### src/rtl/spi_pkg.sv
// Shared types and command codes for the SPI memory front-end.
package spi_pkg;

    typedef enum logic [2:0] {
        IDLE,
        CMD,
        WR_ADDR,
        RD_ADDR,
        WR_DATA,
        RD_DATA,
        IGNORE
    } spi_state_t;

    localparam logic [7:0] CMD_WRITE = 8'h02;
    localparam logic [7:0] CMD_READ  = 8'h03;

endpackage

### src/rtl/spi_sync_edge.sv
// One-bit multi-flop synchronizer with registered rise/fall pulses.
// level appears STAGES cycles after the input; rise/fall one cycle after level.
module spi_sync_edge #(
    parameter int STAGES = 2
) (
    input  logic clk,
    input  logic rst,
    input  logic din,
    output logic level,
    output logic rise,
    output logic fall
);

    logic [STAGES-1:0] sync;
    logic              prev;

    always_ff @(posedge clk) begin
        if (rst) begin
            sync <= '0;
            prev <= 1'b0;
            rise <= 1'b0;
            fall <= 1'b0;
        end else begin
            sync <= {sync[STAGES-2:0], din};
            prev <= sync[STAGES-1];
            rise <= sync[STAGES-1] & ~prev;
            fall <= ~sync[STAGES-1] & prev;
        end
    end

    assign level = sync[STAGES-1];

endmodule

### src/rtl/spi_mem_ctrl.sv
// SPI mode-0 slave sequencing a 256x8 memory: CMD, ADDR, then burst data bytes.
// Write strobe one cycle after a data byte completes; reads reload TX one cycle after each address update.
module spi_mem_ctrl
    import spi_pkg::*;
#(
    parameter int SYNC_STAGES = 2
) (
    input  logic       clk,
    input  logic       rst,
    input  logic       cs_n,
    input  logic       sclk,
    input  logic       mosi,
    output logic       miso,
    output logic       mem_wr,
    output logic [7:0] mem_addr,
    output logic [7:0] mem_din,
    input  logic [7:0] mem_dout,
    output logic       busy,
    output logic       err
);

    spi_state_t             state;
    logic [2:0]             bit_cnt;
    logic [6:0]             rx;
    logic [7:0]             tx;
    logic                   tx_load;
    logic [SYNC_STAGES-1:0] mosi_sync;
    logic                   sclk_level, sclk_rise, sclk_fall;
    logic                   cs_level, cs_rise, cs_fall;
    logic                   mosi_s;
    logic [7:0]             rx_byte;
    logic                   byte_done;

    spi_sync_edge #(.STAGES(SYNC_STAGES)) u_sclk_sync (
        .clk   (clk),
        .rst   (rst),
        .din   (sclk),
        .level (sclk_level),
        .rise  (sclk_rise),
        .fall  (sclk_fall)
    );

    // cs_n synchronizer resets low, so a reset taken mid-frame never sees a
    // falling edge until cs_n has genuinely gone high and low again.
    spi_sync_edge #(.STAGES(SYNC_STAGES)) u_cs_sync (
        .clk   (clk),
        .rst   (rst),
        .din   (cs_n),
        .level (cs_level),
        .rise  (cs_rise),
        .fall  (cs_fall)
    );

    always_ff @(posedge clk) begin
        if (rst) begin
            mosi_sync <= '0;
        end else begin
            mosi_sync <= {mosi_sync[SYNC_STAGES-2:0], mosi};
        end
    end

    assign mosi_s    = mosi_sync[SYNC_STAGES-1];
    assign rx_byte   = {rx, mosi_s};
    assign byte_done = sclk_rise && (bit_cnt == 3'd7);
    assign miso      = (state == RD_DATA) && tx[7];

    always_ff @(posedge clk) begin
        if (rst) begin
            state    <= IDLE;
            bit_cnt  <= 3'd0;
            rx       <= 7'd0;
            tx       <= 8'd0;
            tx_load  <= 1'b0;
            mem_wr   <= 1'b0;
            mem_addr <= 8'd0;
            mem_din  <= 8'd0;
            busy     <= 1'b0;
            err      <= 1'b0;
        end else begin
            mem_wr  <= 1'b0;
            err     <= 1'b0;
            tx_load <= 1'b0;
            if (mem_wr) begin
                mem_addr <= mem_addr + 8'd1;
            end
            if (tx_load) begin
                tx <= mem_dout;
            end

            if (cs_level || cs_rise) begin
                state <= IDLE;
                busy  <= 1'b0;
            end else if (state == IDLE) begin
                // Mode 0: SCLK idles low when a frame opens.
                if (cs_fall && !sclk_level) begin
                    state   <= CMD;
                    busy    <= 1'b1;
                    bit_cnt <= 3'd0;
                    rx      <= 7'd0;
                    tx      <= 8'd0;
                end
            end else begin
                if (sclk_rise) begin
                    rx      <= rx_byte[6:0];
                    bit_cnt <= bit_cnt + 3'd1;
                end
                // No shift on the falling edge that closes a byte: that bit slot is the reload.
                if ((state == RD_DATA) && sclk_fall && (bit_cnt != 3'd0)) begin
                    tx <= {tx[6:0], 1'b0};
                end
                if (byte_done) begin
                    case (state)
                        CMD: begin
                            if (rx_byte == CMD_WRITE) begin
                                state <= WR_ADDR;
                            end else if (rx_byte == CMD_READ) begin
                                state <= RD_ADDR;
                            end else begin
                                state <= IGNORE;
                                err   <= 1'b1;
                            end
                        end
                        WR_ADDR: begin
                            mem_addr <= rx_byte;
                            state    <= WR_DATA;
                        end
                        RD_ADDR: begin
                            mem_addr <= rx_byte;
                            state    <= RD_DATA;
                            tx_load  <= 1'b1;
                        end
                        WR_DATA: begin
                            mem_din <= rx_byte;
                            mem_wr  <= 1'b1;
                        end
                        RD_DATA: begin
                            mem_addr <= mem_addr + 8'd1;
                            tx_load  <= 1'b1;
                        end
                        default: begin
                        end
                    endcase
                end
            end
        end
    end

endmodule
### config.mk
export PLATFORM = sky130hd
export DESIGN_NAME = spi_mem_ctrl
export DESIGN_NICKNAME = d
export VERILOG_FILES = /design/src/rtl/spi_pkg.sv /design/src/rtl/spi_sync_edge.sv /design/src/rtl/spi_mem_ctrl.sv
export SDC_FILE = /design/constraint.sdc
export NUM_CORES = 1
export LEC_CHECK = 0
export CORE_AREA = 2 2 105 82
export DETAILED_ROUTE_END_ITERATION = 8
export DIE_AREA = 0 0 107 84
export GPL_TIMING_DRIVEN = 0
export PLACE_DENSITY = 0.55
export SLEW_MARGIN = 20
export SYNTH_ARGS = -nofsm -noshare
export SYNTH_HDL_FRONTEND = slang
export SYNTH_HIERARCHICAL = 1
export SYNTH_SLANG_ARGS = --single-unit
### constraint.sdc
create_clock -name clk -period 2.1 [get_ports clk]
set_input_delay 0.315 -clock clk [delete_from_list [all_inputs] [get_ports clk]]
set_output_delay 0.315 -clock clk [all_outputs]
set_load 0.02 [all_outputs]
==> results.md <==
- Die area: 0.00899 sq mm
- First-pass GRT wire length: 8410 um
- Worst endpoint required time: about 1800 ps
- Max incr delay on CP: 350 ps
- Metal2 WL: roughly 2100 um
- WP data arrival: between 1500 and 2000 ps
- Std cell rows: 29
- Hold Path End: u_cs_sync/rise
- CP Cell Sequence: buf_2 -> and3b_1 -> buf_4 -> and2_1 -> clkbuf_2
- Maximum number of pins on one net before global-route repair: 18
- Number of buffers created by CTS: 5
- Crit-path max FO: 10
- Min Clock Period, post-route: between 1500 and 2000 ps
- Syn nets: about 270
- Die W: roughly 110 um
- Peak Freq: between 500 and 600 MHz
- #FFs+latches synth: 53
- PortBufs: 32
- Drt first pass iters: 4
- Leak: between 0.9 and 1 nW
- Placed insts: approximately 390
- Die Span Y: between 80 and 90 um
- MaxCap Viol Count: 0
- Vias: between 1500 and 2000
- Worst vdd ir: between 0.2 and 0.25 mV
- Post-Synth XOR/XNOR Area: 3.75%
- Mean Syn Cell Area: roughly 9.4 sq um
- TritonCTS Sinks: 53
- Power Dens Cells: around 570 mW/mm^2
- Setup WS post-layout: 217 ps
- Commonest cells post-synth: dfxtp_1 (53), nand2_1 (29), mux2i_1 (25)
- Initial cell density of the core: about 29%
- Async S/R FF share, synth: 0%
- GR Util All Layers: roughly 12%
- Top-area cell type share of the netlist area: between 40% and 50%
- Clock root cell: clkbuf_8
- Vias in the first global route: between 1500 and 2000
- Status: finished clean
- Total power: 0.00165 W
- Worst-Margin Slew: between 600 and 700 ps
- Cell taking the most area after synthesis: dfxtp_1
- Vias/cell: approximately 4.8
- Most frequent cell after synthesis: dfxtp_1
- Critical path's slowest cell: dfxtp_1
- Antenna-violating nets left: 0
- FF-to-FF End: mem_addr[5]
- Hold Fails Final Rpt: 0
- Wl on met1: about 2700 um
- Max-slew violations: 0
- Synth cell types: 47
- Post-Layout Cell Count: 397
- Post-layout nets: 305
- Simple-Gate Fraction of Synth Area: around 23%
- Setup CP Type: reg -> out
- Syn-to-layout area delta: 23.3%
- Largest family of logic cells by synthesized area: simple AND/OR/NAND/NOR gates
- Place WS: -503 ps
- Mux contribution to synthesized area: between 10 and 15%
- Core ar.: between 0.008 and 0.009 sq mm
- DR top layer: met4
- Min-Delay Path Class: reg -> reg
- Sequential fraction of the synthesis area: between 40% and 50%
- Drt total wl: approximately 5100 um
- Reg2Reg Depth: 6
- Grt ovf: 0
- Hold path cells: 1
- Clock transition at path regs: 90 ps
- Clock latency at the later pin of the worst-skew pair: 300 ps
- Initial antenna violation count: 0
- RSZ-0062 raised after global routing: no
- Synth top area cells: dfxtp_1 (45%), mux2i_1 (11%), nand2_1 (4.7%)
- WL per Instance: about 13 um
- Compound-Gate Fraction of Synth Area: between 10% and 20%
- Crit end category: output pin
- Max Root-Sink Buffers: 2
- Synth Area in Adders: roughly 2.1%
- Worst R2R Start: state[1]
- Worst reg-to-reg setup slack: 300 ps
- Relative slew slack: just under 60%
- Wire length on met3: approximately 250 um
- Tcrit/Tclk final: 89.7%
- Util after Layout: 35.5%
- Most used DFF post-synth: dfxtp_1
- CTS tree: yes
- Post-synth EDFFs: 0
- Hold Path Origin: u_cs_sync/prev
- Boundary Pins: 33
- Post-Synthesis Cell Area: about 0.0023 sq mm
- Final hold slack: ~420 ps
- Crit start category: flip-flop
- Mapped Cells: 249
- N_diodes: 0
- Layout cell share with drive strength beyond 1: around 6.9%
- H-tree levels: 2
- Ys Warns: 6
- Clock Skew: around 5.6 ps
- Total setup violations reported at the end of the flow: 0
- Post-CTS Setup Inserts: 0
- Post-route DRC: 0
- Dpl hpwl: about 3600 um
- Routability cong.: slightly below 0.8
- Initial DRC count: 92
-- power by group --
part            total, W  switching (W)  internal [W]  leakage, nW
clock           0.000567       0.000330      0.000237       0.0385
combinational  0.0000599      0.0000289     0.0000310        0.500
sequential       0.00102     0.00000591       0.00101        0.428
total            0.00165       0.000365       0.00128        0.967
-- worst max-delay path, delay by kind of cell (launching register included) --
kind	cells	cell delay (ps)
simple gates	2	380
buf+inv	3	530
flops	1	350
-- metal layers --
metal | GRT usage [%] | up-vias
met5 | 0 | -
met4 | 2.83 | 0
met3 | 2.97 | 2
met1 | 17.0 | 886
met2 | 16.9 | 36
li1 | - | 966
-- worst max path at each step --
stage                       end   startpoint
detailed placement          err          rst
finish                     miso     state[1]
floorplan           mem_addr[5]  mem_addr[2]
CTS                        miso     state[1]
global route        mem_addr[5]          rst
global placement            err          rst
-- layout by cell type (no fill, tap or decap), types with 2 or more instances in the layout --
cell type and count:
a211oi_1 2, a21oi_1 7, a22oi_1 3, buf_2 3, clkbuf_1 7, clkbuf_2 2
clkbuf_8 5, clkdlybuf4s50_1 30, dfxtp_1 53, ha_1 4, inv_1 4, mux2i_1 25
nand2_1 29, nand2b_1 2, nand3_1 15, nand4_1 2, nor2_1 21, nor2b_1 10
nor3_1 3, nor3_2 2, nor3b_1 4, nor4_1 2, o21ai_0 3, o22ai_1 4
o2bb2ai_1 7, o32ai_1 3, or3_1 3, xnor2_1 8, xor2_1 2
-- sequential cells by signal, indices dropped and copies added, names as in the netlist, 2 cells and up --
signal            cells
mem_addr              8
mem_din               8
tx                    8
rx                    7
bit_cnt               3
state                 3
mosi_sync             2
u_cs_sync/sync        2
u_sclk_sync/sync      2
-- per-stage QoR --
stage	instance area, sq um	setup TNS [ps]
after global routing	2880	0
after floorplan	2330	0
final	2880	0
after CTS	2880	0
after global placement	2790	-4600
after detailed placement	2790	-5320
-- cells by family after synthesis --
kind of cell | Yosys count
multiplexers | 25
adder cells (fa/ha/maj) | 4
XOR/XNOR | 10
AO/OA/AOI/OAI | 39
buffers and inverters | 16
AND/OR/NAND/NOR | 102
flip-flops | 53
-- repair_timing --
| item | in CTS | in global routing |
|---|---|---|
| setup endpoints to repair | 8 | 1 |
| resized for setup | 4 | 3 |
| hold buffers | 0 | 0 |
-- layout make-up --
type	instances	area [sq um]
fill	868	5220
multi-input combinational	180	1210
sequential	53	1060
timing repair buffer	32	314
tap	108	135
clock buffer	7	76.3
buffer	12	57.6
inverter	4	15.0
clock inverter	1	7.51
Power figures use the tool's default switching activity.
